<file path="src/rtl/variable_rate_fifo.sv">
// Circular-buffer FIFO with multi-lane write and read ports; per-transfer word
// counts, all-or-nothing handshakes, occupancy flags and synchronous flush.
module variable_rate_fifo #(
  parameter int DATA_WIDTH   = 8,
  parameter int SIZE         = 16,
  parameter int PAR_WRITE    = 4,
  parameter int PAR_READ     = 4,
  parameter int ALMOST_FULL  = 12,
  parameter int ALMOST_EMPTY = 2
) (
  input  logic                             clk,
  input  logic                             rst,
  input  logic                             flush,
  input  logic [DATA_WIDTH-1:0]            data_in [0:PAR_WRITE-1],
  input  logic                             write_valid,
  input  logic [$clog2(PAR_WRITE+1)-1:0]   write_count,
  output logic                             write_ready,
  output logic [DATA_WIDTH-1:0]            data_out [0:PAR_READ-1],
  output logic [$clog2(PAR_READ+1)-1:0]    avail_count,
  input  logic                             read_enable,
  input  logic [$clog2(PAR_READ+1)-1:0]    read_count,
  output logic                             read_ready,
  output logic [$clog2(SIZE):0]            occupancy,
  output logic                             full,
  output logic                             empty,
  output logic                             almost_full,
  output logic                             almost_empty
);

  localparam int PW  = $clog2(SIZE);
  localparam int OW  = PW + 1;
  localparam int WCW = $clog2(PAR_WRITE + 1);
  localparam int RCW = $clog2(PAR_READ + 1);

  logic [DATA_WIDTH-1:0] mem [0:SIZE-1];
  logic [PW-1:0]         wptr_reg, wptr_next;
  logic [PW-1:0]         rptr_reg, rptr_next;
  logic [OW-1:0]         occ_reg, occ_next;
  logic [OW-1:0]         free_words;
  logic [OW-1:0]         wr_words;
  logic [OW-1:0]         rd_words;
  logic                  write_fire;
  logic                  read_fire;

  assign free_words  = OW'(SIZE) - occ_reg;
  assign write_ready = (OW'(write_count) <= free_words);
  assign read_ready  = (OW'(read_count) <= occ_reg);
  assign write_fire  = write_valid & write_ready;
  assign read_fire   = read_enable & read_ready;
  assign wr_words    = write_fire ? OW'(write_count) : '0;
  assign rd_words    = read_fire ? OW'(read_count) : '0;

  // Pointers wrap naturally because SIZE is a power of two.
  always_comb begin
    wptr_next = wptr_reg + PW'(wr_words);
    rptr_next = rptr_reg + PW'(rd_words);
    occ_next  = occ_reg + wr_words - rd_words;
  end

  always_ff @(posedge clk) begin
    if (rst || flush) begin
      wptr_reg <= '0;
      rptr_reg <= '0;
      occ_reg  <= '0;
    end else begin
      wptr_reg <= wptr_next;
      rptr_reg <= rptr_next;
      occ_reg  <= occ_next;
    end
  end

  // Storage is never reset; stale words are hidden by the output mask.
  always_ff @(posedge clk) begin
    if (!rst && !flush && write_fire) begin
      for (int i = 0; i < PAR_WRITE; i++) begin
        if (i < int'(write_count)) begin
          mem[wptr_reg + PW'(i)] <= data_in[i];
        end
      end
    end
  end

  assign avail_count = (occ_reg >= OW'(PAR_READ)) ? RCW'(PAR_READ) : RCW'(occ_reg);

  for (genvar gi = 0; gi < PAR_READ; gi++) begin : g_rd_lane
    assign data_out[gi] = (RCW'(gi) < avail_count) ? mem[rptr_reg + PW'(gi)] : '0;
  end

  assign occupancy    = occ_reg;
  assign empty        = (occ_reg == '0);
  assign full         = (free_words < OW'(PAR_WRITE));
  assign almost_full  = (occ_reg >= OW'(ALMOST_FULL));
  assign almost_empty = (occ_reg <= OW'(ALMOST_EMPTY));

  logic unused_wcw;
  assign unused_wcw = (WCW == 0);

endmodule

</file>
<file path="config.mk">
export PLATFORM = sky130hd
export DESIGN_NAME = variable_rate_fifo
export DESIGN_NICKNAME = d
export VERILOG_FILES = /design/src/rtl/variable_rate_fifo.sv
export SDC_FILE = /design/constraint.sdc
export NUM_CORES = 1
export LEC_CHECK = 0
export CAP_MARGIN = 20
export CORE_MARGIN = 4
export CORE_UTILIZATION = 40
export CTS_CLUSTER_SIZE = 25
export DETAILED_ROUTE_END_ITERATION = 10
export PLACE_DENSITY = 0.67
export SYNTH_ARGS = -nofsm -noshare
export SYNTH_HDL_FRONTEND = slang
export SYNTH_SLANG_ARGS = --single-unit
</file>
<file path="constraint.sdc">
create_clock -name clk -period 5.7 [get_ports clk]
set_clock_uncertainty 0.1 [all_clocks]
set_input_delay 1.14 -clock clk [delete_from_list [all_inputs] [get_ports clk]]
set_output_delay 1.14 -clock clk [all_outputs]
set_load 0.01 [all_outputs]
</file>
### Word-level counts from Yosys, hierarchy flattened

Memory sizes are Yosys's and may differ from the RTL's. A register that Yosys moved wholly into a read port is not among the register bits.
Index checks and enable logic that the tools add are counted.

| storage, ports and cells | value |
|---|---|
| bits of input ports | 43 |
| memories | 1 |
| memory bits (writable) | 128 |
| register bits after elaboration | 13 |

Memory list:

| memory | words | width | rd ports | clocked after Yosys merged registers in | write ports | line | text |
|---|---|---|---|---|---|---|---|
| mem | 16 | 8 | 4 | 1 | 4 | 35 | `logic [DATA_WIDTH-1:0] mem [0:SIZE-1];` |

| cells by class | value |
|---|---|
| $lt $le $gt $ge | 14 |
| $add $sub $neg | 11 |
| reductions and logical operators | 6 |
| muxes and demuxes | 20 |
| bitwise operators | 2 |

Operator list:

| cell | count |
|---|---|
| $mux 8 | 4 |
| $add 4x2->4 const B | 4 |
| $lt 1x3->1 const A | 4 |
| $lt 2x3->1 const A | 4 |
| $mux 1 | 12 |
| $le 3x5->1 | 2 |
| $mux 3 | 3 |
| $add 4x1->4 const B | 2 |
| $add 4x3->4 | 2 |
| $add 5x3->5 | 1 |
| $ge 5x3->1 const B | 1 |
| $ge 5x4->1 const B | 1 |
| $le 5x2->1 const B | 1 |
| $logic_not 5->1 | 1 |
| $lt 5x3->1 const B | 1 |
| $sub 5x3->5 | 1 |
| $sub 5x5->5 const A | 1 |
| $mux 4 | 1 |
| $and 1x1->1 | 2 |
| $logic_and 1x1->1 | 2 |
| $logic_not 1->1 | 2 |
| $logic_or 1x1->1 | 1 |

### Logic depth before layout (Yosys ltp)

Gate-level depths: netlist of the first run.

| depth | value |
|---|---|
| depth in word-level cells | 6 |
| depth in mapped cells | 20 |
| depth with buffers taken out | 18 |

### Worst setup path before layout of the first run

No wires, ideal clock.

| path | value |
|---|---|
| kind | flip-flop to output port |
| start point | register rptr_reg[1] |
| end point | output data_out[0] in the netlist's numbering |
| arrival | 3.590 ns |
| cell stages (with the launch flop) | 12 |
| setup slack | 0.870 ns |
| cells stage by stage | dfxtp_1 -> buf_2 -> clkbuf_1 -> clkbuf_1 -> inv_1 -> ha_1 -> clkbuf_1 -> clkbuf_1 -> clkbuf_1 -> mux4_2 -> mux2i_1 -> a211oi_1 |

RTL lines:

| item | line | text |
|---|---|---|
| from (decl) | 37 | `logic [PW-1:0] rptr_reg, rptr_next;` |
| from (signal assigned) | 67 | `rptr_reg <= rptr_next;` |
| to (decl) | 18 | `output logic [DATA_WIDTH-1:0] data_out [0:PAR_READ-1],` |

==> results of run 1 <==
-- power by group through the flow --
stage               Sequential, mW  Clock (mW)  Combinational (mW)
floorplan                     1.24           0                1.36
global placement              1.27           0                2.20
detailed placement            1.28           0                2.22
CTS                           1.25        1.07                2.23
global route                  1.26        1.12                2.42
finish                        1.26        1.07                2.27
-- layout make-up --
| class | instances | area share |
|---|---|---|
| timing repair buffer | 134 | 0.07851 |
| inverter | 26 | 0.006198 |
| tap | 455 | 0.03615 |
| sequential | 141 | 0.2611 |
| multi-input combinational | 1069 | 0.5826 |
| clock buffer | 17 | 0.02702 |
| antenna | 1 | 0.0001589 |
| clock inverter | 15 | 0.008264 |
-- worst register-to-register path: cells and delay by family (launching register included) --
family,cells,cell delay (ns)
simple gates,5,1.25
mux,1,0.56
buf+inv,3,0.73
fa+ha+maj,2,0.55
compound gates,1,0.39
flops,1,0.77
-- per-layer routing --
metal	global-route usage	vias to the layer above	wire (um)
li1	-	5574	-
met1	0.3990	6405	21230
met2	0.4198	1215	23810
met3	0.1002	256	8562
met4	0.1396	2	4012
met5	0	-	11
-- per-stage QoR --
stage	std cells	total power, mW	hold slack (ns)	setup WS [ns]	utilization
6_report	1858	4.592	0.6642	0.6474	0.4558
5_1_grt	1858	4.802	0.6670	0.4980	0.4558
4_1_cts	1853	4.555	0.6350	0.6778	0.4550
3_5_place_dp	1821	3.496	0.6255	0.5823	0.4389
3_3_place_gp	1821	3.473	0.6327	0.7462	0.4389
2_1_floorplan	1375	2.593	0.4780	0.8701	-
-- how the worst max path moves through the flow --
stage,slack [ns],end,cells after the start,from
6_report,0.65,data_out[0],8,rptr_reg[1]
4_1_cts,0.68,data_out[0],8,rptr_reg[1]
2_1_floorplan,0.87,data_out[0],11,rptr_reg[1]
3_5_place_dp,0.58,mem[6][1],9,write_count[2]
5_1_grt,0.50,data_out[0],8,rptr_reg[1]
3_3_place_gp,0.75,occupancy[4],13,write_count[2]
-- placed cells by master, fill, tap and decap left out, types with 16 or more instances in the layout --
cell type,instances
sky130_fd_sc_hd__ha_1,26
sky130_fd_sc_hd__o21a_1,18
sky130_fd_sc_hd__clkbuf_16,17
sky130_fd_sc_hd__nor2b_1,53
sky130_fd_sc_hd__nor2_1,100
sky130_fd_sc_hd__a211oi_1,89
sky130_fd_sc_hd__buf_4,43
sky130_fd_sc_hd__mux4_2,144
sky130_fd_sc_hd__nand4_1,16
sky130_fd_sc_hd__and3_1,38
sky130_fd_sc_hd__nand3_1,33
sky130_fd_sc_hd__nand2_1,104
sky130_fd_sc_hd__clkdlybuf4s50_1,88
sky130_fd_sc_hd__o31ai_1,49
sky130_fd_sc_hd__inv_1,25
sky130_fd_sc_hd__o21ai_0,38
sky130_fd_sc_hd__a22oi_1,26
sky130_fd_sc_hd__mux2i_1,17
sky130_fd_sc_hd__o22ai_1,64
sky130_fd_sc_hd__and2_1,19
sky130_fd_sc_hd__nor3_1,18
sky130_fd_sc_hd__edfxtp_1,128
sky130_fd_sc_hd__a32oi_1,16
sky130_fd_sc_hd__a21oi_1,60
sky130_fd_sc_hd__a31oi_1,24
-- cell families after synthesis --
logic type	Yosys count	share of synthesized area
compound gates	437	0.2134
simple gates	420	0.1521
buf+inv	165	0.05571
mux	162	0.2440
flops	141	0.2924
fa+ha+maj	32	0.03120
xor+xnor	18	0.01123
==> metrics, run 1 <==
net total in the final layout approximately 1,500; Clock Tree Root sky130_fd_sc_hd__clkbuf_16; total area of sequential cells 0.004111 mm^2; internal power about 2.7 mW; cell depth of the worst hold path 2; overall track demand over capacity in global routing 0.2928; CP max-delay cell sky130_fd_sc_hd__ha_2; fmax 197.9 MHz; detailed-routing iteration count for the pre-antenna-repair pass 7; worst-case reg-to-reg path depth 12; average via count per standard cell 7.240; hold violation total from the final report 0; cell types occupying the most area after synthesis sky130_fd_sc_hd__edfxtp_1, sky130_fd_sc_hd__mux4_2, sky130_fd_sc_hd__a211oi_1; Clk pwr share 0.232; count of different cell masters after synthesis between 70 and 80; cell occurring most often along the worst timing path sky130_fd_sc_hd__a211oi_1; net switching power of the design 1.874 mW; power share of the sequential group 0.274; Max-slew headroom 0.1928; placeable core area 0.03454 mm^2; post-synthesis cell count 1,375; startpoint of the lowest-slack register-to-register path occupancy[0]; Setup crit end kind primary output; total clock buffers created by CTS 17; CTS tree done; FF-to-FF End mem[6][6]; final cell area excluding filler cells around 0.016 mm^2; largest area contributor in the synthesized netlist sky130_fd_sc_hd__edfxtp_1; Bufs and invs on worst path 3; beginning of the worst hold path rptr_reg[3]; Via Count about 13,000; top register by number of flip-flops mem; std cell rows 68; commonest cells in the netlist sky130_fd_sc_hd__mux4_2, sky130_fd_sc_hd__edfxtp_1, sky130_fd_sc_hd__nand2_1, sky130_fd_sc_hd__nor2_1, sky130_fd_sc_hd__a211oi_1; buffer depth of the longest clock path 2; pin count of the biggest net entering global routing between 80 and 90; worst path cell trace inv_1 > ha_2 > buf_4 > mux4_2 > nor2b_1 > a211oi_1 > a211oi_1 > clkdlybuf4s50_1; post-route DRC violation count 0; Arrival @ worst endpoint between 3 and 4 ns; period utilisation layout 0.8864; initial antenna violation count 5; Switching Fraction 0.4081; run status finished, final reports clean; stage delay of the slowest cell on the critical path 0.64 ns; syn_nets about 1,500; Avg Cell Area, Syn 10.21 um^2; half-perimeter wire length after placement between 40 and 50 mm; max-capacitance violation count 0; peak supply drop around 360 uV; layout cell share with drive strength beyond 1 0.1869; placed instance area around 0.015 mm^2; most frequent cell after synthesis sky130_fd_sc_hd__mux4_2; Routed wire per std cell just over 30 um; transition time of the tightest slew-check pin 1.207 ns; gp weighted congestion roughly 1.0; Clock Pin Slew Worst Setup and Hold Paths 0.07 ns; Iteration-0 DRC Markers about 2,400; number of enable-type register cells in the synthesized netlist about 130; buffers inserted during post-CTS setup optimization 0; crit path launch type flip-flop; flop2flop setup slack 0.97 ns; share of flip-flops with an asynchronous set or reset 0; count of buffers inserted at the top-level ports 88; CTS H-Tree Depth 4; category of the most critical setup path flip-flop to primary output; max FFs per register roughly 130; setup TNS 0 ns; data required time of the critical path between 4 and 5 ns; category of cells accounting for the largest share of critical-path delay buffers and inverters; top flip-flop cell by instance count after synthesis sky130_fd_sc_hd__edfxtp_1; multi-input logic area 0.009174 mm^2; Power Density between 200 and 300 mW/mm^2; Final Max Slew Viols 0; wire length of the first global-routing pass roughly 84 mm; combinational group share of total power 0.494; RSZ-0062 raised after global routing false; final wirelength between 50 and 60 mm; final antenna-violating net count 0; #FFs+latches synth 141; die area approximately 0.038 mm^2; type of the worst min-delay path flip-flop to flip-flop; Cell Area, Synth roughly 0.014 mm^2; post-cts repair resize count 0; vias in the first global route approximately 12,000; number of sinks on the clock net between 100 and 150; Min-Delay Endpoint rptr_reg[3]; Die Ht 195.3 um; number of fill cells in the layout 3,255; worst-path fanout max 28; cts-stage hold buffer count 0; growth of design area from synthesis to finish 12.19%; die extent in x approximately 200 um; clock latency of the later-clocked register in the worst-skew pair about 0.44 ns; sequential share of the synthesized area 0.2924; Setup Viol. Count Final 0; Synth Warn # 0; static power due to leakage a little under 5 nW; remaining global-route overflow 0; clock period minus worst slack about 5.1 ns; area share of the leading cell type in the synthesized netlist 0.2738; starting utilization of the core area 0.4063; Top Ports just under 90
(Power assumes the default switching activity.)
==> run 2, diff against run 1 <==
==> constraint.sdc (replaced) <==
create_clock -name clk -period 5.7 [get_ports clk]
set_clock_uncertainty 0.1 [all_clocks]
set_input_delay 1.425 -clock clk [delete_from_list [all_inputs] [get_ports clk]]
set_output_delay 1.425 -clock clk [all_outputs]
set_load 0.01 [all_outputs]
==> run 2 against run 1 <==
Hold slack better by 0.031 ns. Power is 1.4% higher. Final area grew 0.21%. Sequential share of layout area decreased by 0.056 points. Combinational power increased by 4%. Die area did not move. Flip-flop and latch count did not move. Critical endpoint is now data_out[21].
==> metrics, run 2 (same netlist as run 1, synthesis figures left out) <==
Die Ht 195.3 um (unchanged); fmax 196.5 MHz (-0.69%); gp weighted congestion 1.013 (-3.1%); cts-stage hold buffer count 0 (unchanged); worst-path fanout max 16 (-43%); data required time of the critical path 4.18 ns (-0.28 ns); post-cts repair resize count 0 (unchanged); RSZ-0062 raised after global routing false; Power Density 295.0 mW/mm^2 (+1.1%); die extent in x 195.3 um (unchanged); Setup Viol. Count Final 0 (unchanged); global routing met1 resource utilization 0.3990 (about the same); Iteration-0 DRC Markers 2,451 (+2.7%); worst-case reg-to-reg path depth 6 (-6); start point of the critical path rptr_reg[2]; Routed wire per std cell 31.26 um (+0.80%); net total in the final layout 1,466 (+0.14%); overall track demand over capacity in global routing 0.2945 (+0.001710); max FFs per register 128 (unchanged); stage delay of the slowest cell on the critical path 0.69 ns (+0.05 ns); category of the most critical setup path flip-flop to primary output; Clock Pin Slew Worst Setup and Hold Paths 0.07 ns (about the same); startpoint of the lowest-slack register-to-register path wptr_reg[2]; transition time of the tightest slew-check pin 1.262 ns (+0.05480 ns); remaining global-route overflow 0 (unchanged); buffer depth of the longest clock path 2 (unchanged); most frequent cells in the layout sky130_fd_sc_hd__mux4_2, sky130_fd_sc_hd__edfxtp_1, sky130_fd_sc_hd__nand2_1; pin count of the biggest net entering global routing 94 (+9.3%); post-route DRC violation count 0 (unchanged); final antenna-violating net count 0 (unchanged); setup TNS 0 ns (unchanged); Bufs and invs on worst path 2 (-1); Critical Path Stages 7 (-1); leading cell type in the layout, fill and taps excluded sky130_fd_sc_hd__mux4_2; layout cell share with drive strength beyond 1 0.1873 (+0.0004460); category of cells accounting for the largest share of critical-path delay buffers and inverters; hold violation total from the final report 0 (unchanged); FF-to-FF End mem[5][2]; Worst Setup Slack, final 0.6121 ns (-0.03531 ns); buffers inserted during post-CTS setup optimization 0 (unchanged); final wirelength 58.15 mm (+0.91%); type of the worst min-delay path flip-flop to flip-flop; total clock buffers created by CTS 17 (unchanged); starting utilization of the core area 0.4063 (unchanged); average via count per standard cell 7.148 (-1.3%); static power due to leakage 4.976 nW (+0.44%); max-capacitance violation count 0 (unchanged); fraction of met3 tracks used by global routing 0.09058 (-0.009662); clock period minus worst slack 5.088 ns (+0.03531 ns); CP max-delay cell sky130_fd_sc_hd__xnor2_2; Via Count 13,295 (-1.2%); Max-slew headroom 0.1561 (-0.03665); peak supply drop 459.4 uV (+27%); crit path launch type flip-flop; Setup crit end kind primary output; std cell rows 68 (unchanged); Final Max Slew Viols 0 (unchanged); placeable core area 0.03454 mm^2 (unchanged); detailed-routing iteration count for the pre-antenna-repair pass 8 (+1); worst path cell trace ha_1 > nand2_1 > xnor2_2 > buf_4 > a211oi_1 > a211oi_1 > clkdlybuf4s50_1; initial antenna violation count 2 (-3); number of sinks on the clock net 141 (unchanged); Top Ports 89 (unchanged); GR Util met2 0.4354 (+0.01557); die area 0.03815 mm^2 (unchanged); Clock Tree Root sky130_fd_sc_hd__clkbuf_16; growth of design area from synthesis to finish 12.43%; half-perimeter wire length after placement 42.27 mm (about the same); cell occurring most often along the worst timing path sky130_fd_sc_hd__a211oi_1; vias in the first global route 12,167 (+0.52%); period utilisation layout 0.8926 (+0.006195); CTS tree done; CTS H-Tree Depth 4 (unchanged); run status finished, final reports clean; wire length of the first global-routing pass 83.62 mm (about the same); flop2flop setup slack 1.26 ns (+0.29 ns); clock latency of the later-clocked register in the worst-skew pair 0.43 ns (about the same); worst setup path endpoint data_out[21]; worst slack at placement 0.4792 ns (-0.1031 ns); count of buffers inserted at the top-level ports 88 (unchanged); Arrival @ worst endpoint 3.56 ns (-0.25 ns); routing layer with the top usage in global route met2; total power consumption of the routed design 4.655 mW (+1.4%); top register by number of flip-flops mem
-- run 2: cell count changes in the layout (fill, tap and decap cells not counted), sizes merged --
cell / delta
inv: +2
buf: +3
clkbuf: -1
clkinvlp: -3
clkinv: +1
-- run 2: how the worst min path moves through the flow --
| stage | start | endpoint | slack, ns | cells past startpoint |
|---|---|---|---|---|
| after floorplan | rptr_reg[0] | rptr_reg[0] | 0.48 | 2 |
| after global placement | occupancy[4] | occupancy[4] | 0.66 | 4 |
| after detailed placement | occupancy[4] | occupancy[4] | 0.68 | 4 |
| after CTS | occupancy[4] | occupancy[4] | 0.70 | 4 |
| after global routing | occupancy[4] | occupancy[4] | 0.76 | 4 |
| final | occupancy[4] | occupancy[4] | 0.70 | 4 |
-- run 2: metrics by stage --
stage                     cells  utilization  hold slack, ns  cell area, um^2
final                      1860       0.4568          0.6951            15780
after global routing       1859       0.4568          0.7585            15780
after CTS                  1857       0.4564          0.7015            15770
after detailed placement   1825       0.4405          0.6754            15220
after global placement     1825       0.4405          0.6648            15220
after floorplan            1375            -          0.4780            14040
-- run 2: routing by layer --
metal	up-vias	routed length (um)	part of all wire
li1	5566	-	-
met4	2	3289	0.057
met1	6362	21830	0.38
met2	1128	25230	0.43
met3	237	7783	0.13
met5	-	13	0.00022
-- run 2: area by class of cell --
| class | instances | area [um^2] |
|---|---|---|
| Fill cell | 3237 | 18760 |
| Multi-Input combinational cell | 1069 | 9174 |
| Sequential cell | 141 | 4111 |
| Timing Repair Buffer | 136 | 1276 |
| Tap cell | 455 | 569.3 |
| Clock buffer | 17 | 425.4 |
| Clock inverter | 15 | 123.9 |
| Inverter | 26 | 97.59 |
| Antenna cell | 1 | 2.502 |
-- run 2: report_power, final --
| group | leakage (nW) | switching (mW) | internal (mW) |
|---|---|---|---|
| logic | 3.45 | 1.34 | 1.01 |
| registers | 1.26 | 0.0752 | 1.18 |
| clock network | 0.265 | 0.483 | 0.570 |
-- run 2: worst reg2reg max path, cell delays in order, from the launching register on --
cell and delay [ns]:
sky130_fd_sc_hd__dfxtp_1 0.57, sky130_fd_sc_hd__ha_1 0.46, sky130_fd_sc_hd__xnor2_1 0.82, sky130_fd_sc_hd__nand2_1 0.52
sky130_fd_sc_hd__nand2_1 0.95, sky130_fd_sc_hd__a31oi_1 0.27, sky130_fd_sc_hd__a21oi_1 0.49
==> run 3, diff against run 2 <==
- GPL_TIMING_DRIVEN: unset -> 0
- SKIP_LAST_GASP: unset -> 1
==> run 3 against run 2 <==
Sequential power is essentially flat. Sequential share of layout area shrank 0.70 points. Worst setup slack lost 0.43 ns. Count of clock-buffer cells in the layout grew 2. Power grew 5.2%. Clock power grew 14%. Critical path type unchanged.
==> metrics, run 3 (same netlist as run 1, synthesis figures left out) <==
overall track demand over capacity in global routing 0.3368 (+0.04221); type of the worst min-delay path flip-flop to flip-flop; fmax 181.1 MHz (-7.8%); final cell area excluding filler cells 0.01620 mm^2 (+2.7%); final antenna-violating net count 0 (unchanged); leading cell type in the layout, fill and taps excluded sky130_fd_sc_hd__mux4_2; transition time of the tightest slew-check pin 1.194 ns (-0.06752 ns); Top Ports 89 (unchanged); std cell rows 68 (unchanged); cell depth of the worst hold path 2 (-2); antenna fix cells 0 (-1); routed metal-1 wirelength 24.85 mm (+14%); initial antenna violation count 0 (-2); Iteration-0 DRC Markers 2,356 (-3.9%); die area 0.03815 mm^2 (unchanged); Via Count 13,790 (+3.7%); Detail Route met2 WL 29.08 mm (+15%); Max Used Layer met4; FF-to-FF End occupancy[4]; final wirelength 65.85 mm (+13%); cell occurring most often along the worst timing path sky130_fd_sc_hd__buf_6; wire length of the first global-routing pass 93.70 mm (+12%); worst-case reg-to-reg path depth 17 (+11); setup TNS 0 ns (unchanged); half-perimeter wire length after placement 52.24 mm (+24%); crit path launch type flip-flop; number of sinks on the clock net 141 (unchanged); Arrival @ worst endpoint 4.00 ns (+0.44 ns); number of fill cells in the layout 3,300 (+1.9%); clock latency of the later-clocked register in the worst-skew pair 0.43 ns (about the same); Clock Tree Root sky130_fd_sc_hd__clkbuf_16; Routed wire per std cell 33.87 um (+8.3%); category of cells accounting for the largest share of critical-path delay buffers and inverters; buffer depth of the longest clock path 2 (unchanged); starting utilization of the core area 0.4063 (unchanged); die extent in x 195.3 um (unchanged); stage delay of the slowest cell on the critical path 0.54 ns (-0.15 ns); worst path cell trace buf_8 > buf_6 > buf_6 > inv_1 > ha_4 > clkbuf_8 > clkbuf_4 > mux4_2 > mux2i_2 > a211oi_2 > clkdlybuf4s50_1; static power due to leakage 5.226 nW (+5.0%); Die Ht 195.3 um (unchanged); Power Density 302.2 mW/mm^2 (+2.5%); net total in the final layout 1,551 (+5.8%); data required time of the critical path 4.18 ns (about the same); Min-Delay Endpoint wptr_reg[0]; category of the most critical setup path flip-flop to primary output; Setup Viol. Count Final 0 (unchanged); Inst Count DP 1,913 (+4.8%); Bufs and invs on worst path 7 (+5); max FFs per register 128 (unchanged); final design utilization 0.4691 (+0.01228); beginning of the worst hold path wptr_reg[0]; startpoint of the lowest-slack register-to-register path occupancy[1]; remaining global-route overflow 0 (unchanged); multi-input logic area 0.009231 mm^2 (+0.63%); average via count per standard cell 7.094 (-0.76%); total area of sequential cells 0.004109 mm^2 (about the same); vias in the first global route 13,058 (+7.3%); max-capacitance violation count 0 (unchanged); hold violation total from the final report 0 (unchanged); Setup crit end kind primary output; pin count of the biggest net entering global routing 17 (-82%); CP max-delay cell sky130_fd_sc_hd__clkdlybuf4s50_1; total clock buffers created by CTS 17 (unchanged); count of buffers inserted at the top-level ports 79 (-10%); RSZ-0062 raised after global routing false; detailed-routing iteration count for the pre-antenna-repair pass 6 (-2); clock period minus worst slack 5.521 ns (+0.4327 ns); post-route DRC violation count 0 (unchanged); most frequent cells in the layout sky130_fd_sc_hd__mux4_2, sky130_fd_sc_hd__edfxtp_1, sky130_fd_sc_hd__nand2_1; Post-Layout Cell Count 1,944 (+4.5%); peak supply drop 350.8 uV (-24%); layout cell share with drive strength beyond 1 0.2069 (+0.01953); Final Max Slew Viols 0 (unchanged); placed instance area 0.01542 mm^2 (+1.3%); Max-slew headroom 0.1980 (+0.04193); top register by number of flip-flops mem; Routed met3 length 7.710 mm (-0.94%); worst-path fanout max 10 (-6); Clock Pin Slew Worst Setup and Hold Paths 0.07 ns (about the same); CTS tree done; growth of design area from synthesis to finish 15.45%; period utilisation layout 0.9685 (+0.07590); flop2flop setup slack 0.53 ns (-0.73 ns); gp weighted congestion 1.054 (+4.1%); run status finished, final reports clean; placeable core area 0.03454 mm^2 (unchanged); cts-stage hold buffer count 0 (unchanged); CTS H-Tree Depth 4 (unchanged)
run 3: cell types whose count changed in the layout (fill, tap and decap cells not counted), sizes merged:
cell	before	now
dlymetal6s2s	0	2
clkdlybuf4s50	88	78
buf	48	77
clkbuf	17	82
clkinv	4	5
clkinvlp	2	0
bufinv	0	3
dlygate4sd1	0	1
diode	1	0
inv	35	31
run 3: worst register-to-register path: stages (launching register included):
cell and delay [ns]:
sky130_fd_sc_hd__dfxtp_1 0.69, sky130_fd_sc_hd__inv_1 0.28, sky130_fd_sc_hd__ha_1 0.27, sky130_fd_sc_hd__and3_1 0.15, sky130_fd_sc_hd__ha_1 0.28, sky130_fd_sc_hd__and2_1 0.18, sky130_fd_sc_hd__mux2i_2 0.31, sky130_fd_sc_hd__nor3_2 0.15
sky130_fd_sc_hd__inv_2 0.28, sky130_fd_sc_hd__clkbuf_4 0.30, sky130_fd_sc_hd__nand3_1 0.29, sky130_fd_sc_hd__fa_1 0.60, sky130_fd_sc_hd__inv_1 0.07, sky130_fd_sc_hd__fa_1 0.45, sky130_fd_sc_hd__a21o_1 0.19, sky130_fd_sc_hd__a21oi_1 0.23
sky130_fd_sc_hd__xnor2_1 0.15, sky130_fd_sc_hd__nor2_1 0.05
run 3: worst max-delay path by stage:
| stage | from | endpoint | slack, ns | depth (start not counted) |
|---|---|---|---|---|
| after detailed placement | rptr_reg[1] | data_out[19] | -2.21 | 12 |
| final | rptr_reg[0] | data_out[19] | 0.18 | 11 |
| after floorplan | rptr_reg[1] | data_out[0] | 0.59 | 11 |
| after global placement | rptr_reg[1] | data_out[19] | -2.08 | 12 |
| after CTS | rptr_reg[0] | data_out[17] | 0.002 | 12 |
| after global routing | write_count[1] | write_ready | 0.08 | 7 |
run 3: final cells by class:
| cell class | count | area share |
|---|---|---|
| flip-flops and latches | 141 | 0.2536 |
| multi-input cells | 1069 | 0.5697 |
| clock inverters | 13 | 0.01127 |
| clock buffers | 19 | 0.02672 |
| inverters | 26 | 0.006023 |
| plain buffers | 135 | 0.04540 |
| repair buffers | 86 | 0.05220 |
| well taps | 455 | 0.03513 |
run 3: report_power, final:
part	switching (mW)	leakage [nW]	internal (mW)	total (mW)
Combinational	1.44	3.66	1.02	2.45
Clock	0.496	0.301	0.703	1.20
Sequential	0.0643	1.26	1.18	1.24
Total	2.00	5.23	2.90	4.90
run 3: through the flow:
stage	power [mW]	hold slack [ns]	setup slack (ns)
finish	4.898	0.5557	0.1794
floorplan	2.593	0.4780	0.5851
detailed placement	3.622	0.5412	-2.206
CTS	4.849	0.5596	0.002470
global placement	3.603	0.5218	-2.077
global route	5.091	0.6290	0.08069
run 3: layer usage:
| metal | vias up | track usage |
|---|---|---|
| li1 | 5743 | - |
| met1 | 6704 | 0.4447 |
| met2 | 1127 | 0.5213 |
| met5 | - | 0 |
| met3 | 216 | 0.08661 |
| met4 | 0 | 0.1593 |
run 3: repair_timing:
action / CTS / global route
setup endpoints to repair: 33 / 18
resized for setup: 41 / 13
gates cloned: 0 / 0
buffers inserted: 0 / 0
